## config.mk

```make
export PLATFORM = sky130hd
export DESIGN_NAME = wrapper_result_sink_flat
export DESIGN_NICKNAME = d
export VERILOG_FILES = /design/src/rtl/wrapper_result_sink_pkg.sv /design/src/rtl/wrapper_result_sink_if.sv /design/src/rtl/wrapper_result_sink_ram.sv /design/src/rtl/wrapper_result_sink.sv /design/src/flat_wrapper.sv
export SDC_FILE = /design/constraint.sdc
export NUM_CORES = 1
export LEC_CHECK = 0
export CAP_MARGIN = 20
export CORE_MARGIN = 8
export CORE_UTILIZATION = 59
export CTS_BUF_LIST = sky130_fd_sc_hd__clkbuf_4
export DETAILED_ROUTE_END_ITERATION = 6
export MAX_ROUTING_LAYER = met4
export PLACE_DENSITY = 0.95
export RECOVER_POWER = 25
export SKIP_CTS_REPAIR_TIMING = 1
export SYNTH_ARGS = -nofsm -noshare
export SYNTH_HDL_FRONTEND = slang
export SYNTH_SLANG_ARGS = --single-unit
```

## constraint.sdc

```tcl
create_clock -name clk -period 5 [get_ports clk]
set_clock_uncertainty 0.2 [all_clocks]
set_input_delay 1.25 -clock clk [delete_from_list [all_inputs] [get_ports clk]]
set_output_delay 1.25 -clock clk [all_outputs]
set_load 0.02 [all_outputs]
```

## src/rtl/wrapper_result_sink_pkg.sv

```systemverilog
// Shared definitions for the wrapper result sink: FSM state encoding and
// default geometry of the result buffer.
package wrapper_result_sink_pkg;

    // Result buffer defaults; the frame length matches the wrapper iteration count.
    localparam int DEF_DATA_W    = 8;
    localparam int DEF_DEPTH     = 4;
    localparam int DEF_FRAME_LEN = 4;

    // Sink controller states with fixed encodings.
    typedef enum logic [1:0] {
        ST_IDLE  = 2'd0,
        ST_FILL  = 2'd1,
        ST_HOLD  = 2'd2,
        ST_DRAIN = 2'd3
    } sink_state_e;

    // Writes are only accepted while a frame is being assembled.
    function automatic logic is_write_state(input sink_state_e st);
        return (st == ST_IDLE) || (st == ST_FILL);
    endfunction

endpackage

```

## src/rtl/wrapper_result_sink_if.sv

```systemverilog
// Bus between the wrapper datapath / system read port (master) and the
// result sink (slave): write side, frame control, read side and status.
interface wrapper_result_sink_if #(
    parameter int DATA_W = 8,
    parameter int CNT_W  = 3
) ();

    logic              wr_req;
    logic [DATA_W-1:0] wr_data;
    logic              frame_done;
    logic              wr_ack;
    logic              frame_ready;
    logic              rd_en;
    logic [DATA_W-1:0] rd_data;
    logic              rd_valid;
    logic [CNT_W-1:0]  count;
    logic              overflow;
    logic              underflow;

    modport master (
        output wr_req, wr_data, frame_done, rd_en,
        input  wr_ack, frame_ready, rd_data, rd_valid, count, overflow, underflow
    );

    modport slave (
        input  wr_req, wr_data, frame_done, rd_en,
        output wr_ack, frame_ready, rd_data, rd_valid, count, overflow, underflow
    );

endinterface

```

## src/rtl/wrapper_result_sink_ram.sv

```systemverilog
// DEPTH x DATA_W register file with one write port and one registered read
// port. Storage is not reset; only the read register is.
module wrapper_result_sink_ram #(
    parameter  int DATA_W = 8,
    parameter  int DEPTH  = 4,
    localparam int ADDR_W = $clog2(DEPTH)
) (
    input  logic              clk,
    input  logic              rst_n,
    input  logic              wr_en,
    input  logic [ADDR_W-1:0] wr_addr,
    input  logic [DATA_W-1:0] wr_data,
    input  logic              rd_en,
    input  logic [ADDR_W-1:0] rd_addr,
    output logic [DATA_W-1:0] rd_data
);

    logic [DATA_W-1:0] mem [DEPTH];
    logic [DATA_W-1:0] rd_data_d;
    logic [DATA_W-1:0] rd_data_q;

    // Storage write; contents are don't-care after reset.
    always_ff @(posedge clk) begin
        if (wr_en) begin
            mem[wr_addr] <= wr_data;
        end
    end

    // Read word is captured on a pop and held until the next one.
    always_comb begin
        rd_data_d = rd_data_q;
        if (rd_en) begin
            rd_data_d = mem[rd_addr];
        end
    end

    // Read output register.
    always_ff @(posedge clk or negedge rst_n) begin
        if (!rst_n) begin
            rd_data_q <= '0;
        end else begin
            rd_data_q <= rd_data_d;
        end
    end

    assign rd_data = rd_data_q;

endmodule

```

## src/rtl/wrapper_result_sink.sv

```systemverilog
// Write-side responder for the wrapper result path: collects a frame of
// result words, holds it, and lets a downstream reader drain it.
module wrapper_result_sink
    import wrapper_result_sink_pkg::*;
#(
    parameter  int DATA_W    = DEF_DATA_W,
    parameter  int DEPTH     = DEF_DEPTH,
    parameter  int FRAME_LEN = DEF_FRAME_LEN,
    localparam int CNT_W     = $clog2(DEPTH + 1),
    localparam int PTR_W     = $clog2(DEPTH)
) (
    input  logic                  clk,
    input  logic                  rst_n,
    input  logic                  clr,
    wrapper_result_sink_if.slave  bus
);

    sink_state_e      state_d, state_q;
    logic [CNT_W-1:0] count_d, count_q;
    logic [PTR_W-1:0] wr_ptr_d, wr_ptr_q;
    logic [PTR_W-1:0] rd_ptr_d, rd_ptr_q;
    logic             overflow_d, overflow_q;
    logic             underflow_d, underflow_q;
    logic             wr_ack_d, wr_ack_q;
    logic             rd_valid_d, rd_valid_q;
    logic             wr_ok;
    logic             rd_ok;

    // Next-state, pointer, counter and flag logic; clr overrides any access.
    always_comb begin
        state_d     = state_q;
        count_d     = count_q;
        wr_ptr_d    = wr_ptr_q;
        rd_ptr_d    = rd_ptr_q;
        overflow_d  = overflow_q;
        underflow_d = underflow_q;
        wr_ok       = 1'b0;
        rd_ok       = 1'b0;

        if (clr) begin
            state_d     = ST_IDLE;
            count_d     = '0;
            wr_ptr_d    = '0;
            rd_ptr_d    = '0;
            overflow_d  = 1'b0;
            underflow_d = 1'b0;
        end else if (is_write_state(state_q)) begin
            wr_ok = bus.wr_req && (count_q < CNT_W'(DEPTH));
            if (bus.wr_req && !wr_ok) begin
                overflow_d = 1'b1;
            end
            if (bus.rd_en) begin
                underflow_d = 1'b1;
            end
            if (wr_ok) begin
                count_d  = count_q + CNT_W'(1);
                wr_ptr_d = wr_ptr_q + PTR_W'(1);
                if ((count_d == CNT_W'(FRAME_LEN)) || bus.frame_done) begin
                    state_d = ST_HOLD;
                end else begin
                    state_d = ST_FILL;
                end
            end else if (bus.frame_done && (state_q == ST_FILL)) begin
                state_d = (count_q == '0) ? ST_IDLE : ST_HOLD;
            end
        end else begin
            if (bus.wr_req) begin
                overflow_d = 1'b1;
            end
            rd_ok = bus.rd_en && (count_q != '0);
            if (bus.rd_en && !rd_ok) begin
                underflow_d = 1'b1;
            end
            if (rd_ok) begin
                count_d  = count_q - CNT_W'(1);
                rd_ptr_d = rd_ptr_q + PTR_W'(1);
                state_d  = (count_q == CNT_W'(1)) ? ST_IDLE : ST_DRAIN;
            end
        end

        wr_ack_d   = wr_ok;
        rd_valid_d = rd_ok;
    end

    // Control state registers.
    always_ff @(posedge clk or negedge rst_n) begin
        if (!rst_n) begin
            state_q     <= ST_IDLE;
            count_q     <= '0;
            wr_ptr_q    <= '0;
            rd_ptr_q    <= '0;
            overflow_q  <= 1'b0;
            underflow_q <= 1'b0;
            wr_ack_q    <= 1'b0;
            rd_valid_q  <= 1'b0;
        end else begin
            state_q     <= state_d;
            count_q     <= count_d;
            wr_ptr_q    <= wr_ptr_d;
            rd_ptr_q    <= rd_ptr_d;
            overflow_q  <= overflow_d;
            underflow_q <= underflow_d;
            wr_ack_q    <= wr_ack_d;
            rd_valid_q  <= rd_valid_d;
        end
    end

    wrapper_result_sink_ram #(
        .DATA_W (DATA_W),
        .DEPTH  (DEPTH)
    ) u_ram (
        .clk     (clk),
        .rst_n   (rst_n),
        .wr_en   (wr_ok),
        .wr_addr (wr_ptr_q),
        .wr_data (bus.wr_data),
        .rd_en   (rd_ok),
        .rd_addr (rd_ptr_q),
        .rd_data (bus.rd_data)
    );

    assign bus.wr_ack      = wr_ack_q;
    assign bus.rd_valid    = rd_valid_q;
    assign bus.frame_ready = (state_q == ST_HOLD);
    assign bus.count       = count_q;
    assign bus.overflow    = overflow_q;
    assign bus.underflow   = underflow_q;

endmodule

```

## src/flat_wrapper.sv

```systemverilog
// flat-port wrapper written by rule: the top's interface ports become plain ports
module wrapper_result_sink_flat import wrapper_result_sink_pkg::*;
#(
    parameter  int DATA_W    = DEF_DATA_W,
    parameter  int DEPTH     = DEF_DEPTH,
    parameter  int FRAME_LEN = DEF_FRAME_LEN,
    localparam int CNT_W     = $clog2(DEPTH + 1),
    localparam int PTR_W     = $clog2(DEPTH)
)
  (clk, rst_n, clr, bus_wr_req, bus_wr_data, bus_frame_done, bus_rd_en, bus_wr_ack, bus_frame_ready, bus_rd_data, bus_rd_valid, bus_count, bus_overflow, bus_underflow);
  wrapper_result_sink_if #(.DATA_W(DATA_W), .CNT_W(3)) bus_i ();
  input  logic clk;
  input  logic rst_n;
  input  logic clr;
  input wire logic [$bits(bus_i.wr_req)-1:0] bus_wr_req;
  input wire logic [$bits(bus_i.wr_data)-1:0] bus_wr_data;
  input wire logic [$bits(bus_i.frame_done)-1:0] bus_frame_done;
  input wire logic [$bits(bus_i.rd_en)-1:0] bus_rd_en;
  output wire logic [$bits(bus_i.wr_ack)-1:0] bus_wr_ack;
  output wire logic [$bits(bus_i.frame_ready)-1:0] bus_frame_ready;
  output wire logic [$bits(bus_i.rd_data)-1:0] bus_rd_data;
  output wire logic [$bits(bus_i.rd_valid)-1:0] bus_rd_valid;
  output wire logic [$bits(bus_i.count)-1:0] bus_count;
  output wire logic [$bits(bus_i.overflow)-1:0] bus_overflow;
  output wire logic [$bits(bus_i.underflow)-1:0] bus_underflow;
  assign bus_i.wr_req = bus_wr_req;
  assign bus_i.wr_data = bus_wr_data;
  assign bus_i.frame_done = bus_frame_done;
  assign bus_i.rd_en = bus_rd_en;
  assign bus_wr_ack = bus_i.wr_ack;
  assign bus_frame_ready = bus_i.frame_ready;
  assign bus_rd_data = bus_i.rd_data;
  assign bus_rd_valid = bus_i.rd_valid;
  assign bus_count = bus_i.count;
  assign bus_overflow = bus_i.overflow;
  assign bus_underflow = bus_i.underflow;
  wrapper_result_sink #(.DATA_W(DATA_W), .DEPTH(DEPTH), .FRAME_LEN(FRAME_LEN)) u_core (.clk(clk), .rst_n(rst_n), .clr(clr), .bus(bus_i));
endmodule
```

==> qor.yml <==
critical_path:
  crit_fanout: 12
  arrival_ns: 1.83
  required_ns: 3.55
  critPathKind: "flip-flop to primary output"
  end_kind: "primary output"
  start_kind: "flip-flop"
yosys:
  synth-seq-area-share: 0.657
  synth_area_leaders: "edfxtp_1 (43%), dfrtp_1 (23%), mux4_2 (8.0%)"
  synth_edf_count: 32
  synth_top_family_by_area: "multiplexers"
  synthArstFlopShare: 0.396
  synth_compound_area_frac: 0.0365
  ys_ff_latch: 53
  syn_area_um2: 2260
  synth_most_common_cell: "edfxtp_1"
  synth_top_area_share: 0.425
  synth_xor_area_frac: 0.0232
  yosys.area_share.simple: 0.0703
  ys_warn_count: 0
  synth_cells: 135
  yosysTopAreaCell: "edfxtp_1"
  synth_common_cells: "edfxtp_1 (32), dfrtp_1 (21), nor2_1 (10)"
  synthMuxAreaShare: 0.133
  synth_nets: 158
  synth.distinct_cells: 30
  synth_ff_type: "edfxtp_1"
  yosys.area_share.adder: 0.0498
  postSynthAreaPerCell_um2: 16.7
timing:
  finalHoldViolations: 0
  min_period_ns: 3.28
  setup_viol: 0
  timing.slew.headroom: 0.362
  fin_ws_ns: 1.72
  maxSlewViolCount: 0
  tns_ns: 0
  worst_pin_slew_ns: 0.955
  grt_setup_unrepaired: "no"
  fin_crit_sh: 0.656
  fmax_mhz: 305
floorplan:
  dieHeight_um: 77.9
  die_w_um: 77.9
  start_util: 0.618
  die_area_um2: 6070
  rows: 22
  ios: 30
  core-area_um2: 3660
drt:
  post-route-drc-count: 0
  wl_per_cell_um: 18.1
  vias: 1212
  drt_wl_total_mm: 3.90
  dr.first_iter.drc_count: 112
  first_pass_iters: 4
  viasPerCell: 5.64
  ant_nets: 0
hold_path:
  hp-class: "flip-flop to flip-flop"
global_route:
  grt_pass1_vias: 1316
  grt_max_degree: 22
  antenna_found_initial: 0
  overflow: 0
  grt_pass1_wl_mm: 6.43
  grt_use_total: 0.142
layout:
  layout.nets: 189
  regArea_um2: 1490
  finalNonFillerCells: 215
  design_area_um2: 2630
  nFillCells: 217
  num_antenna_cells: 0
  area.growth.synth_to_final_pct: 16.5
  drive_above_1_share: 0.186
  fin_util: 0.719
  multi_input_comb_area_um2: 707
clock_network:
  cts_root_buffer: "clkbuf_4"
  path_clk_slew_ns: 0.14
  cts_buffers: 5
  clk_latency_ns: 0.36
  clk_path_buf_depth: 2
  cts_tree: "yes"
  cts.sinks: 53
  htreeDepth: 2
placed_design:
  place_hpwl_mm: 2.86
  place_ws_ns: 1.42
  gp_congestion: 0.860
  dp.cells: 207
  io_buffers: 29
  placed_area_um2: 2570
power:
  leakagePower_nw: 0.980
  powerDensity_nw_per_um2: 460
  ir_worst_vdd_v: 0.000368
run_status:
  status: "finished clean"
flow_run:
  maxCapViolCount: 0
cell families after synthesis:
logic type | Yosys count
DFF | 53
and+or+nand+nor | 26
xor gates and xnor gates | 6
AOI/OAI and AO/OA | 12
buffers and inverters | 13
muxes | 16
adders and majority gates | 9
layout by cell type, fill, tap and decap left out, drive strengths merged, types with 7 or more instances in the layout:
cell type,count
clkdlybuf4s50,21
edfxtp,32
mux4,8
mux2,8
dlygate4sd3,8
nor2,10
clkbuf,7
dfrtp,21
inv,8
ha,9
path summary, 6_finish.rpt:
kind	startpoint	end	slack (ns)	depth (start not counted)
max in group asynchronous	rst_n	u_core.bus.count[0]	2.81	1
worst max register to register	u_core.bus.count[2]	u_core.u_ram.mem[1][3]	2.86	3
worst min-delay path	u_core.bus.overflow	u_core.bus.overflow	0.33	2
worst min register to register	u_core.bus.overflow	u_core.bus.overflow	0.33	2
worst max-delay path	u_core.state_q[1]	bus_frame_ready	1.72	3
min in group asynchronous	rst_n	u_core.u_ram.rd_data[7]	1.20	1
metal layers:
layer	up-vias	part of all wire	track usage	wire [µm]
li1	563	-	-	-
met1	604	0.43	0.161	1670
met2	41	0.52	0.230	2010
met3	4	0.048	0.0472	186
met4	0	0.0087	0.0500	34
met5	-	0	-	0
through the flow:
stage / power [mW] / hold slack (ns)
6_report: 1.21 / 0.327
5_1_grt: 1.28 / 0.357
4_1_cts: 1.22 / 0.331
3_5_place_dp: 1.04 / 0.297
3_3_place_gp: 1.02 / 0.294
2_1_floorplan: 0.870 / 0.362
report_power, final:
group	switching [mW]	internal [mW]
combinational	0.203	0.226
sequential	0.0583	0.536
clock	0.122	0.0666
area by class of cell:
class / count / share of cell area
Sequential cell: 53 / 0.564
Multi-Input combinational cell: 69 / 0.268
Timing Repair Buffer: 29 / 0.110
Clock inverter: 1 / 0.00285
Clock buffer: 7 / 0.0200
Tap cell: 48 / 0.0228
Inverter: 8 / 0.0114
critical path: stages (launching register included):
cell,delay (ns)
dfrtp_1,0.61
inv_1,0.12
nor2_1,0.12
clkdlybuf4s50_1,0.62
sequential cells by signal (all words and copies together) (netlist names):
| register | count |
|---|---|
| u_core.rd_ptr_q | 2 |
| u_core.bus.wr_ack | 1 |
| u_core.bus.underflow | 1 |
| u_core.state_q | 2 |
| u_core.bus.overflow | 1 |
| u_core.bus.rd_valid | 1 |
| u_core.u_ram.mem | 32 |
| u_core.wr_ptr_q | 2 |
| u_core.u_ram.rd_data | 8 |
| u_core.bus.count | 3 |
Power figures use the tool's default switching activity.
